**src/rtl/display_pkg.sv**
```systemverilog
// Shared display-driver definitions: digit width, converter state encoding,
// and the leading-zero blanking rule used by every block that drives the 7-seg digits.
package display_pkg;

    localparam int DIGIT_W    = 4;
    localparam int MAX_DIGITS = 10;

    typedef enum logic [1:0] {IDLE, SHIFT, DONE} b2b_state_t;

    // Digits above the requested count are ignored, so callers zero-extend and truncate.
    function automatic logic [MAX_DIGITS-1:0] blank_mask(
        input logic [DIGIT_W*MAX_DIGITS-1:0] bcd,
        input int                            digits
    );
        logic [MAX_DIGITS-1:0] mask;
        logic                  all_zero;
        mask     = '1;
        all_zero = 1'b1;
        for (int i = MAX_DIGITS - 1; i >= 1; i--) begin
            if (i < digits) begin
                all_zero = all_zero & (bcd[DIGIT_W*i +: DIGIT_W] == '0);
            end
            mask[i] = all_zero;
        end
        mask[0] = 1'b0;
        return mask;
    endfunction

    function automatic longint unsigned pow10(input int n);
        longint unsigned r;
        r = 64'd1;
        for (int i = 0; i < n; i++) begin
            r = r * 64'd10;
        end
        return r;
    endfunction

endpackage

```
**src/rtl/bcd_add3.sv**
```systemverilog
// Double-dabble digit correction: a BCD digit of 5 or more gets 3 added before the shift.
module bcd_add3 (
    input  logic [3:0] d,
    output logic [3:0] q
);

    assign q = (d >= 4'd5) ? d + 4'd3 : d;

endmodule

```
**src/rtl/bin_to_bcd_seq.sv**
```systemverilog
// Sequential double-dabble binary-to-BCD converter with leading-zero blanking mask,
// one bit per cycle, valid/ready on both sides, one conversion in flight.
module bin_to_bcd_seq
    import display_pkg::*;
#(
    parameter int IN_W   = 16,
    parameter int DIGITS = 5
) (
    input  logic                      clk,
    input  logic                      rst,
    input  logic                      in_valid,
    output logic                      in_ready,
    input  logic [IN_W-1:0]           in_bin,
    output logic                      out_valid,
    input  logic                      out_ready,
    output logic [DIGIT_W*DIGITS-1:0] out_bcd,
    output logic [DIGITS-1:0]         out_blank
);

    localparam int BCD_W = DIGIT_W * DIGITS;
    localparam int CNT_W = $clog2(IN_W + 1);
    localparam logic [CNT_W-1:0]  CNT_INIT  = CNT_W'(IN_W);
    localparam logic [DIGITS-1:0] BLANK_RST = ~(DIGITS'(1));

    if (IN_W < 1 || IN_W > 32) begin : g_bad_in_w
        $error("bin_to_bcd_seq: IN_W must be within 1..32");
    end
    if (DIGITS < 1 || DIGITS > MAX_DIGITS ||
        pow10(DIGITS) <= ((64'd1 << IN_W) - 64'd1)) begin : g_bad_digits
        $error("bin_to_bcd_seq: DIGITS cannot hold the largest IN_W value");
    end

    b2b_state_t                state;
    logic [IN_W-1:0]           bin_sr;
    logic [BCD_W-1:0]          bcd_sr;
    logic [CNT_W-1:0]          cnt;
    logic [BCD_W-1:0]          corrected;
    logic [BCD_W-1:0]          bcd_next;
    logic [DIGIT_W*MAX_DIGITS-1:0] bcd_ext;
    logic [DIGITS-1:0]         blank_next;

    for (genvar g = 0; g < DIGITS; g++) begin : g_add3
        bcd_add3 u_add3 (
            .d (bcd_sr[DIGIT_W*g +: DIGIT_W]),
            .q (corrected[DIGIT_W*g +: DIGIT_W])
        );
    end

    assign bcd_next = {corrected[BCD_W-2:0], bin_sr[IN_W-1]};
    assign in_ready = (state == IDLE);

    always_comb begin
        bcd_ext                 = '0;
        bcd_ext[BCD_W-1:0]      = bcd_next;
        blank_next              = DIGITS'(blank_mask(bcd_ext, DIGITS));
    end

    // The last SHIFT step writes its result straight into the output registers.
    always_ff @(posedge clk) begin
        if (rst) begin
            state     <= IDLE;
            bin_sr    <= '0;
            bcd_sr    <= '0;
            cnt       <= '0;
            out_valid <= 1'b0;
            out_bcd   <= '0;
            out_blank <= BLANK_RST;
        end else begin
            case (state)
                IDLE: begin
                    if (in_valid) begin
                        bin_sr <= in_bin;
                        bcd_sr <= '0;
                        cnt    <= CNT_INIT;
                        state  <= SHIFT;
                    end
                end
                SHIFT: begin
                    bin_sr <= bin_sr << 1;
                    bcd_sr <= bcd_next;
                    cnt    <= cnt - CNT_W'(1);
                    if (cnt == CNT_W'(1)) begin
                        out_bcd   <= bcd_next;
                        out_blank <= blank_next;
                        out_valid <= 1'b1;
                        state     <= DONE;
                    end
                end
                DONE: begin
                    if (out_ready) begin
                        out_valid <= 1'b0;
                        state     <= IDLE;
                    end
                end
                default: state <= IDLE;
            endcase
        end
    end

endmodule
```
**config.mk**
```make
export PLATFORM = sky130hd
export DESIGN_NAME = bin_to_bcd_seq
export DESIGN_NICKNAME = d
export VERILOG_FILES = /design/src/rtl/display_pkg.sv /design/src/rtl/bcd_add3.sv /design/src/rtl/bin_to_bcd_seq.sv
export SDC_FILE = /design/constraint.sdc
export NUM_CORES = 1
export LEC_CHECK = 0
export ABC_AREA = 1
export ABC_CLOCK_PERIOD_IN_PS = 2970
export BUFFER_PORTS_ARGS = -buffer_cell sky130_fd_sc_hd__buf_4
export CAP_MARGIN = 25
export CORE_UTILIZATION = 38
export CTS_BUF_LIST = sky130_fd_sc_hd__clkbuf_8 sky130_fd_sc_hd__clkbuf_16
export DETAILED_ROUTE_END_ITERATION = 16
export MAX_ROUTING_LAYER = met4
export PLACE_DENSITY_LB_ADDON = 0.08
export SYNTH_ARGS = -nofsm -noshare
export SYNTH_HDL_FRONTEND = slang
export SYNTH_SLANG_ARGS = --single-unit
export TNS_END_PERCENT = 10
```
**constraint.sdc**
```tcl
create_clock -name clk -period 2.97 [get_ports clk]
set_input_delay 0.4455 -clock clk [delete_from_list [all_inputs] [get_ports clk]]
set_output_delay 0.4455 -clock clk [all_outputs]
set_load 0.05 [all_outputs]
```
==> metrics.cfg, run 1 <==
[synthesis]
postSynth.asyncResetShare_pct = 0
yosysMostFrequentCell = nand2_1
synth_warnings = 0
synthSimpleGateAreaFrac_pct = 27.4
netlist_instances = 452
synthFlopType = dfxtp_1
synth_edf_count = 0
syn-num-nets = 484
synth_top_area_share_pct = 42.7
yosys.area_share.xor_xnor_pct = 0.275
synth.largest_area_cell = dfxtp_1
synth_compound_area_share_pct = 15.8
ys_seq_elements = 68
synthTopCellsByArea = dfxtp_1 (43%), nand2_1 (16%), a21oi_1 (6.4%)
syn_area_sq_mm = 0.00319
synthDistinctLibCells = 26
synthTopCellsByCount = nand2_1 (138), dfxtp_1 (68), inv_1 (46)
synthMuxAreaShare_pct = 0
yosysSeqAreaShare_pct = 42.7
synth_top_family_by_area = simple AND/OR/NAND/NOR gates
postSynthAreaPerCell_sq_um = 7.05
synthAdderAreaFrac_pct = 4.71

[die]
fp-row-count = 33
start_util_pct = 39.0
dieWidth_um = 93.6
die_area_sq_mm = 0.00876
die_y_um = 93.6
io_pins = 47
coreArea_sq_mm = 0.00818

[power_and_ir_drop]
p_int_mw = 1.63
switchingPower_uw = 540
p_sw_share_pct = 24.9
irDropWorstVdd_uv = 254
power_frac_comb_pct = 11.5
cellPowerDensity_mw_per_mm2 = 567
p_leak_nw = 1.73
p_total_mw = 2.17
clkPwrFrac_pct = 43.7
pwr-share-seq_pct = 44.8

[cells_and_area]
drive_gt1_share_pct = 14.1
syn2layout_area_growth_pct = 19.9
antenna_cells = 0
fillers = 855
fin_nets = 522

[timing]
relSlewSlack_pct = 41.2
timing.fmax_mhz = 602
worst_pin_slew_ns = 0.881
tns_ns = 0
rsz0062_at_grt = no
hold_viol_final = 0
finalCriticalPeriod_ns = 1.66
worst_clock_skew_ns = 0.0102
slew_viol_final = 0
post-route-period-util_pct = 56.0
finalSetupViolations = 0

[flow_run]
maxCapViolations = 0

[critical_path]
cp-startpoint = bcd_sr[16]
end_kind = flop
crit_end = out_blank[1]
ff2ff_path_depth = 11
crit_type = reg2reg
r2r_setup_slack_ns = 1.31
worstPathMaxFanout = 5
rr_startpoint = bcd_sr[16]
start_kind = flop
r2r_end = out_blank[1]
cp.arrival_ns = 1.94
crit_required_ns = 3.25

[grt]
overflow = 0
antenna_found_initial = 0
grt_pass1_wl_um = 12800
grt_pass1_vias = 2864
groute.usage.overall_pct = 19.2
grt_max_degree = 43

[detailed_routing]
antenna_left = 0
viasPerCell = 4.96
drt_iter0_drc = 184
wl_um = 7380
vias = 2977
routedWlPerCell_um = 12.3
drc = 0
drt_pass1_iterations = 5

[clocking]
cts_resized = 0
path_clk_slew_ns = 0.07
hold_buffers = 0
cts_buffer_depth = 2
clk_latency_ns = 0.34
cts-root-buf = clkbuf_8
post_cts_buffers = 0
cts.sinks = 68
cts_tree = built
htreeDepth = 3
numCtsBuffers = 9

[run_status]
outcome = complete, no violations

[placement]
io_buffers = 45
dpl.hpwl_um = 4770
routabilityCongestion = 0.815

[min_path]
hold_class = in2reg
min_path_cells = 3

## worst min path at each step
stage                      end       start
floorplan           bcd_sr[19]  bcd_sr[19]
global placement    bcd_sr[19]  bcd_sr[19]
detailed placement  bcd_sr[17]  bcd_sr[17]
CTS                  bin_sr[0]   in_bin[0]
global route         bin_sr[0]   in_bin[0]
finish               bin_sr[0]   in_bin[0]
## registers in the layout, indices dropped and copies added (netlist names)
name and cells:
bcd_sr 20, bin_sr 16, cnt 5, out_bcd 20, out_blank 4, out_valid 1, state 2
## power groups by stage
stage                     sequential [mW]  clock, mW  combinational, mW
after floorplan                      1.03          0              0.142
after global routing                0.977       1.02              0.278
after detailed placement            0.992          0              0.251
after global placement              0.992          0              0.249
final                               0.972      0.946              0.249
after CTS                           0.972      0.970              0.252
## kinds of logic (layout without fill, tap and decap cells)
logic type                 count (synthesis)  in the layout
and+or+nand+nor                          209            209
AOI/OAI and AO/OA                         91             91
buffers and inverters                     70            113
DFF                                       68             68
adders and majority gates                 12             12
other                                      1              1
xor gates and xnor gates                   1              1
## per-stage QoR
| step | utilization, % | cells | area (sq um) | hold slack, ns | setup slack, ns |
|---|---|---|---|---|---|
| floorplan | - | 452 | 3190 | 0.440 | 1.10 |
| global placement | 43.7 | 584 | 3570 | 0.449 | 1.11 |
| detailed placement | 43.7 | 584 | 3570 | 0.460 | 1.04 |
| CTS | 46.8 | 600 | 3820 | 0.346 | 1.31 |
| global route | 46.8 | 600 | 3820 | 0.356 | 1.02 |
| finish | 46.8 | 600 | 3820 | 0.363 | 1.31 |
## cell usage in the layout (no fill, tap or decap), drive strengths merged
master and count:
a211oi 1, a21boi 1, a21oi 41, a22oi 9
a311oi 1, a31oi 10, buf 47, bufinv 3
clkbuf 11, clkinv 1, conb 1, dfxtp 68
ha 12, inv 51, nand2 139, nand3 32
nand4 10, nor2 26, nor3b 1, o211ai 2
o21ai 26, or2 1, xor2 1
## final cells by class
class,count,area [sq um],area share (%)
Clock inverter,5,98.8,2.59
Timing Repair Buffer,47,353,9.23
Tap cell,105,131,3.44
Multi-Input combinational cell,314,1540,40.3
Inverter,50,188,4.91
Clock buffer,11,151,3.96
Sequential cell,68,1360,35.6
## worst max-delay path, cell delays in order, from the launching register on
cell and delay, ns:
dfxtp_1 0.39, inv_1 0.08, ha_1 0.21, inv_1 0.05
nand2_1 0.11, nand3_1 0.12, nand2_1 0.07, nand2_1 0.09
nand2_1 0.05, nor2_1 0.23, nand4_1 0.13, nand2_1 0.06
## layer usage
metal | up-vias | routed length [um] | global-route usage, % | part of all wire [%]
li1 | 1550 | - | - | -
met1 | 1347 | 3520 | 22.2 | 48
met2 | 69 | 3460 | 32.2 | 47
met3 | 11 | 291 | 3.74 | 3.9
met4 | 0 | 110 | 8.46 | 1.5
met5 | - | 0 | - | 0
Note: power is estimated with default switching activity, not from simulation.
==> run 2, diff against run 1 <==
- ABC_CLOCK_PERIOD_IN_PS: 2970 -> 1700
- clock period: 2.97 -> 1.7 ns (I/O delays scaled with it)
==> metrics.cfg, run 2 (synthesis results as in run 1) <==
[power_and_ir_drop]
switchingPower_uw = 973  ; was 540 uW
cellPowerDensity_mw_per_mm2 = 900  ; was 567 mW/mm^2
clkPwrFrac_pct = 38.2  ; was 43.7%
p_sw_share_pct = 27.7  ; was 24.9%
irDropWorstVdd_uv = 460  ; was 254 uV
p_leak_nw = 1.76  ; was 1.73 nW
p_int_mw = 2.54  ; was 1.63 mW
power_frac_comb_pct = 13.4  ; was 11.5%
pwr-share-seq_pct = 48.4  ; was 44.8%

[run_status]
outcome = complete, no violations  ; unchanged

[detailed_routing]
wl_met1_um = 3620  ; was 3520 um
routed.top_layer = met4  ; unchanged
wl_um = 7280  ; was 7380 um
wl_met2_um = 3340  ; was 3460 um
drt_iter0_drc = 130  ; was 184
vias = 2963  ; was 2,977
viasPerCell = 4.86  ; was 4.96
routedWlPerCell_um = 11.9  ; was 12.3 um
drt_pass1_iterations = 4  ; was 5
wl_met3_um = 252  ; was 291 um
drc = 0  ; unchanged
antenna_left = 0  ; unchanged

[cells_and_area]
antenna_cells = 0  ; unchanged
drive_gt1_share_pct = 17.2  ; was 14.1%
multi_input_area_sq_mm = 0.00156  ; was 0.00154 sq mm
final_cell_mix = nand2_1 (138), dfxtp_1 (65), buf_4 (55)  ; was nand2_1 (138), dfxtp_1 (68), inv_1 (47), buf_4 (47), a21oi_1 (41)
mostFrequentLayoutCell = nand2_1  ; unchanged
regArea_sq_mm = 0.00137  ; was 0.00136 sq mm
fin_nets = 532  ; was 522
syn2layout_area_growth_pct = 22.3  ; was 19.9%
final_util_pct = 47.7  ; was 46.8%
largest_registers = bcd_sr x20, out_bcd x20, bin_sr x16  ; unchanged
fillers = 860  ; was 855

[timing]
post-route-period-util_pct = 90.0  ; was 56.0%
worst_clock_skew_ns = 0.00948  ; was 0.0102 ns
timing.fmax_mhz = 654  ; was 602 MHz
hold_viol_final = 0  ; unchanged
finalCriticalPeriod_ns = 1.53  ; was 1.66 ns
slew_viol_final = 0  ; unchanged
tns_ns = 0  ; unchanged
finalSetupViolations = 0  ; unchanged
rsz0062_at_grt = no  ; unchanged

[die]
dieWidth_um = 93.6  ; unchanged
io_pins = 47  ; unchanged
coreArea_sq_mm = 0.00818  ; unchanged
fp-row-count = 33  ; unchanged
start_util_pct = 39.0  ; unchanged
die_y_um = 93.6  ; unchanged
die_area_sq_mm = 0.00876  ; unchanged

[clocking]
htreeDepth = 3  ; unchanged
cts_buffer_depth = 2  ; unchanged
clk_latency_ns = 0.34  ; about the same
numCtsBuffers = 9  ; unchanged
cts_tree = built  ; unchanged
cts.sinks = 68  ; unchanged
cts-root-buf = clkbuf_8  ; unchanged
path_clk_slew_ns = 0.08  ; was 0.07 ns

[grt]
antenna_found_initial = 0  ; unchanged
grt_pass1_wl_um = 12300  ; was 12,800 um
overflow = 0  ; unchanged
groute.usage.overall_pct = 18.7  ; was 19.2%
grt_pass1_vias = 2730  ; was 2,864
grt_max_degree = 42  ; was 43

[flow_run]
maxCapViolations = 0  ; unchanged

[placement]
routabilityCongestion = 0.824  ; was 0.815
io_buffers = 45  ; unchanged
dpl.hpwl_um = 5060  ; was 4770 um

[critical_path]
worstPathMaxFanout = 6  ; was 5
start_kind = flop  ; unchanged
end_kind = flop  ; unchanged
crit_required_ns = 1.98  ; was 3.25 ns
cp.arrival_ns = 1.82  ; was 1.94 ns
crit_type = reg2reg  ; unchanged

[min_path]
hold_class = in2reg  ; unchanged

## run 2: cell count changes in the layout (fill, tap and decap cells not counted), moves of 2 or more
cell,change
bufinv_16,-2
buf_4,+8
nor2_2,+2
nor2_1,-3
buf_12,+2
dfxtp_2,+3
clkinvlp_4,+2
dfxtp_1,-3
## run 2: metal layers
metal  track usage [%]  vias up
met3              5.45        6
met5                 -        -
met2              29.5       56
li1                  -     1568
met1              22.8     1333
met4              6.28        0
## run 2: final cells by class
class,instances,share of cell area (%)
Tap cell,105,3.37
Inverter,50,4.81
Sequential cell,68,35.0
Multi-Input combinational cell,314,40.0
Clock buffer,10,3.53
Timing Repair Buffer,57,11.6
Clock inverter,6,1.64
## run 2: timing repair
item                                    4_1_cts  5_1_grt
endpoints found under the setup margin        1        6
hold buffers                                  0        0
setup buffers                                 0        0
gates resized for setup                       1        6
## run 2: worst paths after layout
kind                            startpoint            to  slack, ns  cells past startpoint
worst max-delay path            bcd_sr[13]  out_blank[1]       0.17                     11
worst min-delay path             in_bin[0]     bin_sr[0]       0.17                      3
worst max register to register  bcd_sr[13]  out_blank[1]       0.17                     11
worst min register to register  bcd_sr[19]    bcd_sr[19]       0.46                      2
## run 2: power groups by stage
stage               sequential (mW)  combinational [mW]  clock, mW
floorplan                      1.80               0.249          0
global placement               1.73               0.469          0
detailed placement             1.73               0.468          0
CTS                            1.70               0.468       1.40
global route                   1.71               0.520       1.46
finish                         1.70               0.469       1.34
## run 2: worst max-delay path, cell delays in order (launching register included)
cell and delay, ns:
dfxtp_1 0.36, inv_1 0.08, ha_1 0.19, inv_1 0.05, nand2_1 0.12, nand3_1 0.13
nand2_1 0.07, nand2_1 0.09, nand2_1 0.07, nor2_2 0.15, nand4_1 0.11, nand2_1 0.06
## run 2: metrics by stage
step           worst slack [ns]  cells  hold WS [ns]  power, mW  cell area, sq um
2_1_floorplan             0.126    452         0.402       2.05              3190
3_5_place_dp             0.0184    594         0.454       2.20              3670
3_3_place_gp             0.0278    594         0.448       2.20              3670
6_report                  0.170    610         0.173       3.51              3900
5_1_grt                0.000935    610         0.150       3.69              3900
4_1_cts                  0.0562    610         0.147       3.56              3880
